`src/rtl/bit_serial_adder_ctrl_pkg.sv`:
```
`default_nettype none
// ===================================================================
// serial_arith_pkg : shared state encodings and sizing helpers
// Rev 1.0
// ===================================================================
package serial_arith_pkg;

   localparam int DEFAULT_WIDTH = 8;

   typedef enum logic [1:0] {
      IDLE = 2'd0,
      RUN  = 2'd1,
      DONE = 2'd2
   } state_e;

   function automatic int cnt_width(input int w);
      return (w <= 2) ? 1 : $clog2(w);
   endfunction

endpackage
`default_nettype wire

```
`src/rtl/bit_serial_adder_ctrl_if.sv`:
```
`default_nettype none
// ===================================================================
// bit_serial_adder_ctrl_if : requester <-> serial adder handshake
// Rev 1.0
// ===================================================================
interface bit_serial_adder_ctrl_if
   import serial_arith_pkg::*;
#(
   parameter int WIDTH = DEFAULT_WIDTH
);
   logic             start;
   logic             sub;
   logic [WIDTH-1:0] op_a;
   logic [WIDTH-1:0] op_b;
   logic             busy;
   logic             done;
   logic [WIDTH-1:0] result;
   logic             carry_out;
   logic             overflow;

   modport master (
      output start, sub, op_a, op_b,
      input  busy, done, result, carry_out, overflow
   );

   modport slave (
      input  start, sub, op_a, op_b,
      output busy, done, result, carry_out, overflow
   );
endinterface
`default_nettype wire

```
`src/rtl/bit_serial_adder_ctrl_famux.sv`:
```
`default_nettype none
// ===================================================================
// famux : mux-based full-adder cell (a, b, c -> sum, cy)
// Rev 1.0
// ===================================================================
module famux (
   input  wire logic a,
   input  wire logic b,
   input  wire logic c,
   output logic      sum,
   output logic      cy
);
   logic w_p;

   always_comb begin
      w_p = a ^ b;
      sum = c ? ~w_p : w_p;
      // propagate passes the incoming carry; otherwise a==b is the generate/kill value
      cy  = w_p ? c : a;
   end
endmodule
`default_nettype wire

```
`src/rtl/bit_serial_adder_ctrl.sv`:
```
`default_nettype none
// ===================================================================
// bit_serial_adder_ctrl : LSB-first add/subtract over one shared FA cell
// Rev 1.0
// ===================================================================
module bit_serial_adder_ctrl
   import serial_arith_pkg::*;
#(
   parameter int WIDTH = DEFAULT_WIDTH
) (
   input  wire logic               clk,
   input  wire logic               rst_n,
   bit_serial_adder_ctrl_if.slave  bus
);
   localparam int CW = cnt_width(WIDTH);
   localparam logic [CW-1:0] LAST_BIT = CW'(WIDTH - 1);

   state_e           state_q, state_d;
   logic [WIDTH-1:0] sh_a_q, sh_a_d;
   logic [WIDTH-1:0] sh_b_q, sh_b_d;
   logic [WIDTH-1:0] result_q, result_d;
   logic [CW-1:0]    cnt_q, cnt_d;
   logic             carry_q, carry_d;
   logic             carry_out_q, carry_out_d;
   logic             overflow_q, overflow_d;
   logic             busy_q, busy_d;
   logic             done_q, done_d;

   logic             fa_sum;
   logic             fa_cy;

   famux u_famux (
      .a   (sh_a_q[0]),
      .b   (sh_b_q[0]),
      .c   (carry_q),
      .sum (fa_sum),
      .cy  (fa_cy)
   );

   always_comb begin
      state_d     = state_q;
      sh_a_d      = sh_a_q;
      sh_b_d      = sh_b_q;
      result_d    = result_q;
      cnt_d       = cnt_q;
      carry_d     = carry_q;
      carry_out_d = carry_out_q;
      overflow_d  = overflow_q;
      busy_d      = busy_q;
      done_d      = 1'b0;

      case (state_q)
         IDLE: begin
            if (bus.start) begin
               // subtraction is a + ~b + 1: invert B and seed the carry with 1
               sh_a_d      = bus.op_a;
               sh_b_d      = bus.op_b ^ {WIDTH{bus.sub}};
               carry_d     = bus.sub;
               cnt_d       = '0;
               result_d    = '0;
               carry_out_d = 1'b0;
               overflow_d  = 1'b0;
               busy_d      = 1'b1;
               state_d     = RUN;
            end
         end
         RUN: begin
            result_d = {fa_sum, result_q[WIDTH-1:1]};
            sh_a_d   = sh_a_q >> 1;
            sh_b_d   = sh_b_q >> 1;
            carry_d  = fa_cy;
            cnt_d    = cnt_q + 1'b1;
            if (cnt_q == LAST_BIT) begin
               // carry_q here is the carry into the MSB
               carry_out_d = fa_cy;
               overflow_d  = carry_q ^ fa_cy;
               done_d      = 1'b1;
               state_d     = DONE;
            end
         end
         DONE: begin
            busy_d  = 1'b0;
            state_d = IDLE;
         end
         default: begin
            busy_d  = 1'b0;
            state_d = IDLE;
         end
      endcase
   end

   always_ff @(posedge clk or negedge rst_n) begin
      if (!rst_n) begin
         state_q     <= IDLE;
         sh_a_q      <= '0;
         sh_b_q      <= '0;
         result_q    <= '0;
         cnt_q       <= '0;
         carry_q     <= 1'b0;
         carry_out_q <= 1'b0;
         overflow_q  <= 1'b0;
         busy_q      <= 1'b0;
         done_q      <= 1'b0;
      end else begin
         state_q     <= state_d;
         sh_a_q      <= sh_a_d;
         sh_b_q      <= sh_b_d;
         result_q    <= result_d;
         cnt_q       <= cnt_d;
         carry_q     <= carry_d;
         carry_out_q <= carry_out_d;
         overflow_q  <= overflow_d;
         busy_q      <= busy_d;
         done_q      <= done_d;
      end
   end

   assign bus.busy      = busy_q;
   assign bus.done      = done_q;
   assign bus.result    = result_q;
   assign bus.carry_out = carry_out_q;
   assign bus.overflow  = overflow_q;

endmodule
`default_nettype wire

```
`src/flat_wrapper.sv`:
```
// flat-port wrapper written by rule: the top's interface ports become plain ports
module bit_serial_adder_ctrl_flat import serial_arith_pkg::*;
#(
   parameter int WIDTH = DEFAULT_WIDTH
)
  (clk, rst_n, bus_start, bus_sub, bus_op_a, bus_op_b, bus_busy, bus_done, bus_result, bus_carry_out, bus_overflow);
  bit_serial_adder_ctrl_if #(.WIDTH(WIDTH)) bus_i ();
  input  wire logic clk;
  input  wire logic rst_n;
  input wire logic [$bits(bus_i.start)-1:0] bus_start;
  input wire logic [$bits(bus_i.sub)-1:0] bus_sub;
  input wire logic [$bits(bus_i.op_a)-1:0] bus_op_a;
  input wire logic [$bits(bus_i.op_b)-1:0] bus_op_b;
  output wire logic [$bits(bus_i.busy)-1:0] bus_busy;
  output wire logic [$bits(bus_i.done)-1:0] bus_done;
  output wire logic [$bits(bus_i.result)-1:0] bus_result;
  output wire logic [$bits(bus_i.carry_out)-1:0] bus_carry_out;
  output wire logic [$bits(bus_i.overflow)-1:0] bus_overflow;
  assign bus_i.start = bus_start;
  assign bus_i.sub = bus_sub;
  assign bus_i.op_a = bus_op_a;
  assign bus_i.op_b = bus_op_b;
  assign bus_busy = bus_i.busy;
  assign bus_done = bus_i.done;
  assign bus_result = bus_i.result;
  assign bus_carry_out = bus_i.carry_out;
  assign bus_overflow = bus_i.overflow;
  bit_serial_adder_ctrl #(.WIDTH(WIDTH)) u_core (.clk(clk), .rst_n(rst_n), .bus(bus_i));
endmodule
```
`config.mk`:
```
export PLATFORM = sky130hd
export DESIGN_NAME = bit_serial_adder_ctrl_flat
export DESIGN_NICKNAME = d
export VERILOG_FILES = /design/src/rtl/bit_serial_adder_ctrl_pkg.sv /design/src/rtl/bit_serial_adder_ctrl_if.sv /design/src/rtl/bit_serial_adder_ctrl_famux.sv /design/src/rtl/bit_serial_adder_ctrl.sv /design/src/flat_wrapper.sv
export SDC_FILE = /design/constraint.sdc
export NUM_CORES = 1
export LEC_CHECK = 0
export CAP_MARGIN = 40
export CELL_PAD_IN_SITES_DETAIL_PLACEMENT = 1
export CELL_PAD_IN_SITES_GLOBAL_PLACEMENT = 2
export CORE_ASPECT_RATIO = 0.8
export CORE_UTILIZATION = 35
export CTS_CLUSTER_DIAMETER = 60
export DETAILED_ROUTE_END_ITERATION = 7
export PLACE_DENSITY_LB_ADDON = 0.1
export SYNTH_ARGS = -nofsm -noshare
export SYNTH_HDL_FRONTEND = slang
export SYNTH_SLANG_ARGS = --single-unit
```
`constraint.sdc`:
```
create_clock -name clk -period 2.9 [get_ports clk]
set_input_delay 0.725 -clock clk [delete_from_list [all_inputs] [get_ports clk]]
set_output_delay 0.725 -clock clk [all_outputs]
set_load 0.05 [all_outputs]
```
==> impl_metrics.tcl, run 1 <==
set metrics [dict create \
    syn2layout_area_growth_pct 25.81 \
    dp_hpwl_mm 2.545 \
    period_needed_ps 2201 \
    ant_nets 0 \
    ir_drop_mv 0.4292 \
    post_synth.cell_area_avg_um2 10.66 \
    nets 209 \
    worst_slew_pin_slew_ps 691.2 \
    ys_top_cells_by_area "dfrtp_1, a22o_1, nor2b_1" \
    maxCapViolCount 0 \
    timing.rr.start "u_core.state_q[1]" \
    synthCells 156 \
    slew_viol_final 0 \
    numCtsBuffers 5 \
    reg2reg_depth 3 \
    cp_max_fo 3 \
    p_per_area_nw_per_um2 1076 \
    grt_max_degree 35 \
    initial_core_util 0.3639 \
    grtUsageTotal 0.1704 \
    antennaDiodeCount 0 \
    fin_cells 247 \
    synth_commonest_cells "dfrtp_1, a21oi_1, nor2b_1, nand2_1, o21ai_1" \
    netlist_area_um2 1663 \
    fmax_mhz 454.4 \
    avgRoutedWirePerCell_um 15.02 \
    min_period_over_period 0.7588 \
    drive_gt1_frac 0.06952 \
    initialDrtViolationCount 98 \
    whs_ps 480.1 \
    cellLeakagePower_nw 0.8824 \
    synth-edff-count 0 \
    cts_setup_buffers 0 \
    via_count 1275 \
    cpMaxStageDelayCell "clkdlybuf4s50_1" \
    fin_tns_setup_ps 0 \
    run_status "finished clean" \
    dp_cells 239 \
    fillers 525 \
    min_path_type "flip-flop to flip-flop" \
    setup_viol 0 \
    endpoint "bus_result[1]" \
    port-buffer-count 31 \
    ys.flop_type "dfrtp_1" \
    grt_pass1_wl_mm 6.527 \
    yosys.area.top_type "dfrtp_1" \
    io_pins 32 \
    endpoint_kind "output pin" \
    synth_nets 179 \
    rows 22 \
    worst_slack_ps 699.4 \
    synth-async-reset-ratio 1.000 \
    yosysSeqAreaShare 0.5117 \
    core_um2 4569 \
    dp_slack_ps 640.1 \
    cts_resized 0 \
    synthMostInstantiatedCell "dfrtp_1" \
    cts_tree "built" \
    clockRootBuffer "clkbuf_8" \
    start_kind "flip-flop" \
    fin_total_pwr_mw 2.252 \
    grt_pass1_vias 1343 \
    hold_viol 0 \
    critPathKind "flip-flop to output pin" \
    path_clk_slew_ps 70 \
    cp.arrival_ps 1480 \
    clock-sinks 34 \
    drc_errors 0 \
    drt-total-wl_mm 3.709 \
    register_area_um2 850.8 \
    rsz0062_at_grt "no" \
    die_w_um 79.07 \
    worstReg2RegEnd "u_core.sh_b_q[1]" \
    gp_congestion 0.7377 \
    ctsHtreeMaxLevel 2 \
    die_area_um2 5032 \
    crit_chain "clkdlybuf4s50_1" \
    grt_overflow 0 \
    clock_latency_ps 290 \
    antenna_found_initial 0 \
    r2r_slack_ps 1160 \
    cts-hold-fix-buffers 0 \
    drt-pass1-iter-count 4 \
    viasPerCell 5.162 \
    synthDominantCellAreaShare 0.5117 \
    crit_cells 1 \
    finClkSkew_ps 8.600 \
    path_buf_inv 1 \
    multi_input_comb_area_um2 726.9 \
    critPathLaunch "u_core.bus.result[1]" \
    die_y_um 63.65 \
    cpLargestDelayFamily "buffers and inverters" \
    synth_cell_types 30 \
    synth-seq-cells 34 \
    maxSlewHeadroom 0.5392 \
    clk_path_buf_depth 2 \
    required_ps 2170 \
    slowest_delay_ps 810 \
    ys_warn_count 0 \
]
-- cell usage in the layout (no fill, tap or decap), types with 3 or more instances in the layout --
| master | Yosys | routed |
|---|---|---|
| o21ai_0 | 8 | 8 |
| nor2b_1 | 12 | 12 |
| a22oi_1 | 7 | 7 |
| buf_4 | 3 | 4 |
| o21ai_1 | 11 | 11 |
| clkbuf_8 | 0 | 6 |
| xnor2_1 | 3 | 3 |
| ha_1 | 3 | 3 |
| clkdlybuf4s50_1 | 0 | 31 |
| a21oi_1 | 14 | 14 |
| nand2_1 | 11 | 11 |
| mux2i_1 | 5 | 5 |
| xor2_1 | 7 | 7 |
| dfrtp_1 | 34 | 34 |
| a22o_1 | 10 | 10 |
-- sequential cells by signal, summed over array words and instances (netlist names), named ones only --
register / count
u_core.cnt_q: 3
u_core.bus.overflow: 1
u_core.state_q: 2
u_core.sh_a_q: 8
u_core.bus.busy: 1
u_core.bus.done: 1
u_core.bus.result: 8
u_core.bus.carry_out: 1
u_core.sh_b_q: 8
-- cells by family (layout without fill, tap and decap cells) --
family | Yosys count | count (layout) | synth area share
DFF | 34 | 34 | 0.5117
adders and majority gates | 3 | 3 | 0.02258
xor gates and xnor gates | 10 | 10 | 0.05267
AOI/OAI and AO/OA | 59 | 59 | 0.2295
buffers and inverters | 14 | 45 | 0.05117
muxes | 5 | 5 | 0.03010
and+or+nand+nor | 31 | 31 | 0.1023
-- layer usage --
metal	part of all wire	up-vias	global-route usage
met1	0.50	630	0.2339
met4	0.012	0	0.06136
met3	0.042	5	0.04348
li1	-	613	-
met5	0	-	0
met2	0.44	27	0.2575
-- through the flow --
step	instance area [um^2]	util
final	2092	0.4578
after global routing	2092	0.4578
after CTS	2092	0.4578
after detailed placement	2001	0.4378
after global placement	2001	0.4378
after floorplan	1663	-
-- power by group --
part | total, mW | switching (mW) | internal, mW
registers | 0.874 | 0.196 | 0.678
clock network | 0.361 | 0.170 | 0.191
logic | 1.02 | 0.584 | 0.433
total | 2.25 | 0.949 | 1.30
-- final cells by class --
class	count	share of cell area
clock inverter	1	0.002392
clock buffer	7	0.04127
sequential	34	0.4067
multi-input combinational	108	0.3475
inverter	2	0.003589
timing repair buffer	35	0.1627
tap	60	0.03589
-- how the worst min path moves through the flow --
stage,from,to,slack (ps),cells after the start
after floorplan,rst_n,asynchronous set/reset pin,430,0
after global placement,u_core.sh_b_q[2],u_core.sh_b_q[2],460,2
after detailed placement,u_core.sh_b_q[2],u_core.sh_b_q[2],470,2
after CTS,u_core.sh_b_q[2],u_core.sh_b_q[2],490,2
after global routing,u_core.sh_b_q[2],u_core.sh_b_q[2],530,2
final,u_core.sh_b_q[2],u_core.sh_b_q[2],480,2
-- tightest hold or removal path, delay by kind of cell, from the launching register on --
kind | cells | cell delay (ps)
DFF | 1 | 340
AOI/OAI and AO/OA | 1 | 60
and+or+nand+nor | 1 | 40
(Power assumes the default switching activity.)
==> inputs of run 2 (changes only) <==
- CORE_UTILIZATION: 35 -> 32
- clock period: 2.9 -> 2.1 ns (I/O delays scaled with it)
==> run 2 against run 1 <==
Net effect: die area rose by 9.1%; critical endpoint is now bus_result[4]; clock skew fell by 6.8 ps; combinational power rose by 42%; critical path depth did not move.
==> impl_metrics.tcl, run 2 (same netlist as run 1, synthesis figures left out) <==
set metrics [dict create \
    period_needed_ps 1995 \
    endpoint_kind "output pin" \
    ir_drop_mv 0.7516 \
    cts-hold-fix-buffers 0 \
    via_count 1296 \
    antenna_found_initial 0 \
    crit_chain "clkdlybuf4s50_1" \
    cts_setup_buffers 0 \
    avgRoutedWirePerCell_um 14.43 \
    path_buf_inv 1 \
    fin_util 0.4288 \
    rows 23 \
    numCtsBuffers 5 \
    most-common-layout-cells "dfrtp_1, clkdlybuf4s50_1, a21oi_1, nor2b_1" \
    cts_resized 0 \
    dp_hpwl_mm 2.574 \
    ant_nets 0 \
    cpLargestDelayFamily "buffers and inverters" \
    die_w_um 82.60 \
    nets 214 \
    hold_viol 0 \
    run_status "finished clean" \
    core_um2 5007 \
    timing.rr.start "u_core.state_q[0]" \
    dp_slack_ps 159.9 \
    critPathKind "flip-flop to output pin" \
    finClkSkew_ps 1.847 \
    antennaDiodeCount 0 \
    maxCapViolCount 0 \
    fin_total_pwr_mw 3.204 \
    die_y_um 66.48 \
    required_ps 1570 \
    cp.arrival_ps 1470 \
    syn2layout_area_growth_pct 29.12 \
    gp_congestion 0.7834 \
    ctsHtreeMaxLevel 2 \
    min_period_over_period 0.9501 \
    clock-sinks 34 \
    grt_overflow 0 \
    grt_pass1_vias 1273 \
    maxSlewHeadroom 0.6645 \
    worst_slack_ps 104.8 \
    drt-pass1-iter-count 4 \
    critPathLaunch "u_core.bus.result[4]" \
    drive_gt1_frac 0.1042 \
    drc_errors 0 \
    path_clk_slew_ps 70 \
    slowest_delay_ps 820 \
    slew_viol_final 0 \
    grt_pass1_wl_mm 6.113 \
    whs_ps 481.0 \
    hold_start "u_core.sh_b_q[2]" \
    clockRootBuffer "clkbuf_8" \
    cts_tree "built" \
    viasPerCell 5.102 \
    cpMaxStageDelayCell "clkdlybuf4s50_1" \
    final_common_cell "dfrtp_1" \
    drt-total-wl_mm 3.666 \
    worst_slew_pin_slew_ps 501.7 \
    io_pins 32 \
    min_path_type "flip-flop to flip-flop" \
    cellLeakagePower_nw 0.9182 \
    clk_path_buf_depth 2 \
    rsz0062_at_grt "no" \
    port-buffer-count 31 \
    cp_max_fo 3 \
    clock_latency_ps 280 \
    grt_max_degree 35 \
    initial_core_util 0.3321 \
    p_per_area_nw_per_um2 1492 \
    initialDrtViolationCount 41 \
    fin_tns_setup_ps 0 \
    die_area_um2 5491 \
    start_kind "flip-flop" \
    setup_viol 0 \
    grtUsageTotal 0.1501 \
    fmax_mhz 501.2 \
]
[run 2: cell type report]
type / count / area (um^2)
fill: 572 / 2860
sequential: 34 / 850.8
multi-input combinational: 108 / 726.9
timing repair buffer: 40 / 375.4
tap: 62 / 77.57
clock buffer: 5 / 68.82
clock inverter: 3 / 40.04
inverter: 2 / 7.507
[run 2: final timing paths]
check,to,slack (ps),cells past startpoint
min reg2reg,u_core.sh_b_q[2],480,2
max in group asynchronous,u_core.sh_a_q[2],1120,2
min,u_core.sh_b_q[2],480,2
max reg2reg,u_core.bus.result[1],680,4
min in group asynchronous,u_core.bus.result[3],660,2
max,bus_result[4],100,1
[run 2: report_power, final]
part	switching, mW	internal (mW)
clock	0.234	0.349
sequential	0.237	0.937
combinational	0.826	0.621
[run 2: metrics by stage]
step                      instance area, um^2  cells
after floorplan                          1663    156
after global placement                   2038    246
after detailed placement                 2038    246
after CTS                                2147    254
after global routing                     2147    254
final                                    2147    254
[run 2: per-layer routing]
layer  vias up  wire (um)  track usage
met5         -          0            0
met4         0         13      0.03879
met3         2        148      0.04110
met2        24       1655       0.2386
met1       643       1848       0.2009
li1        627          -            -
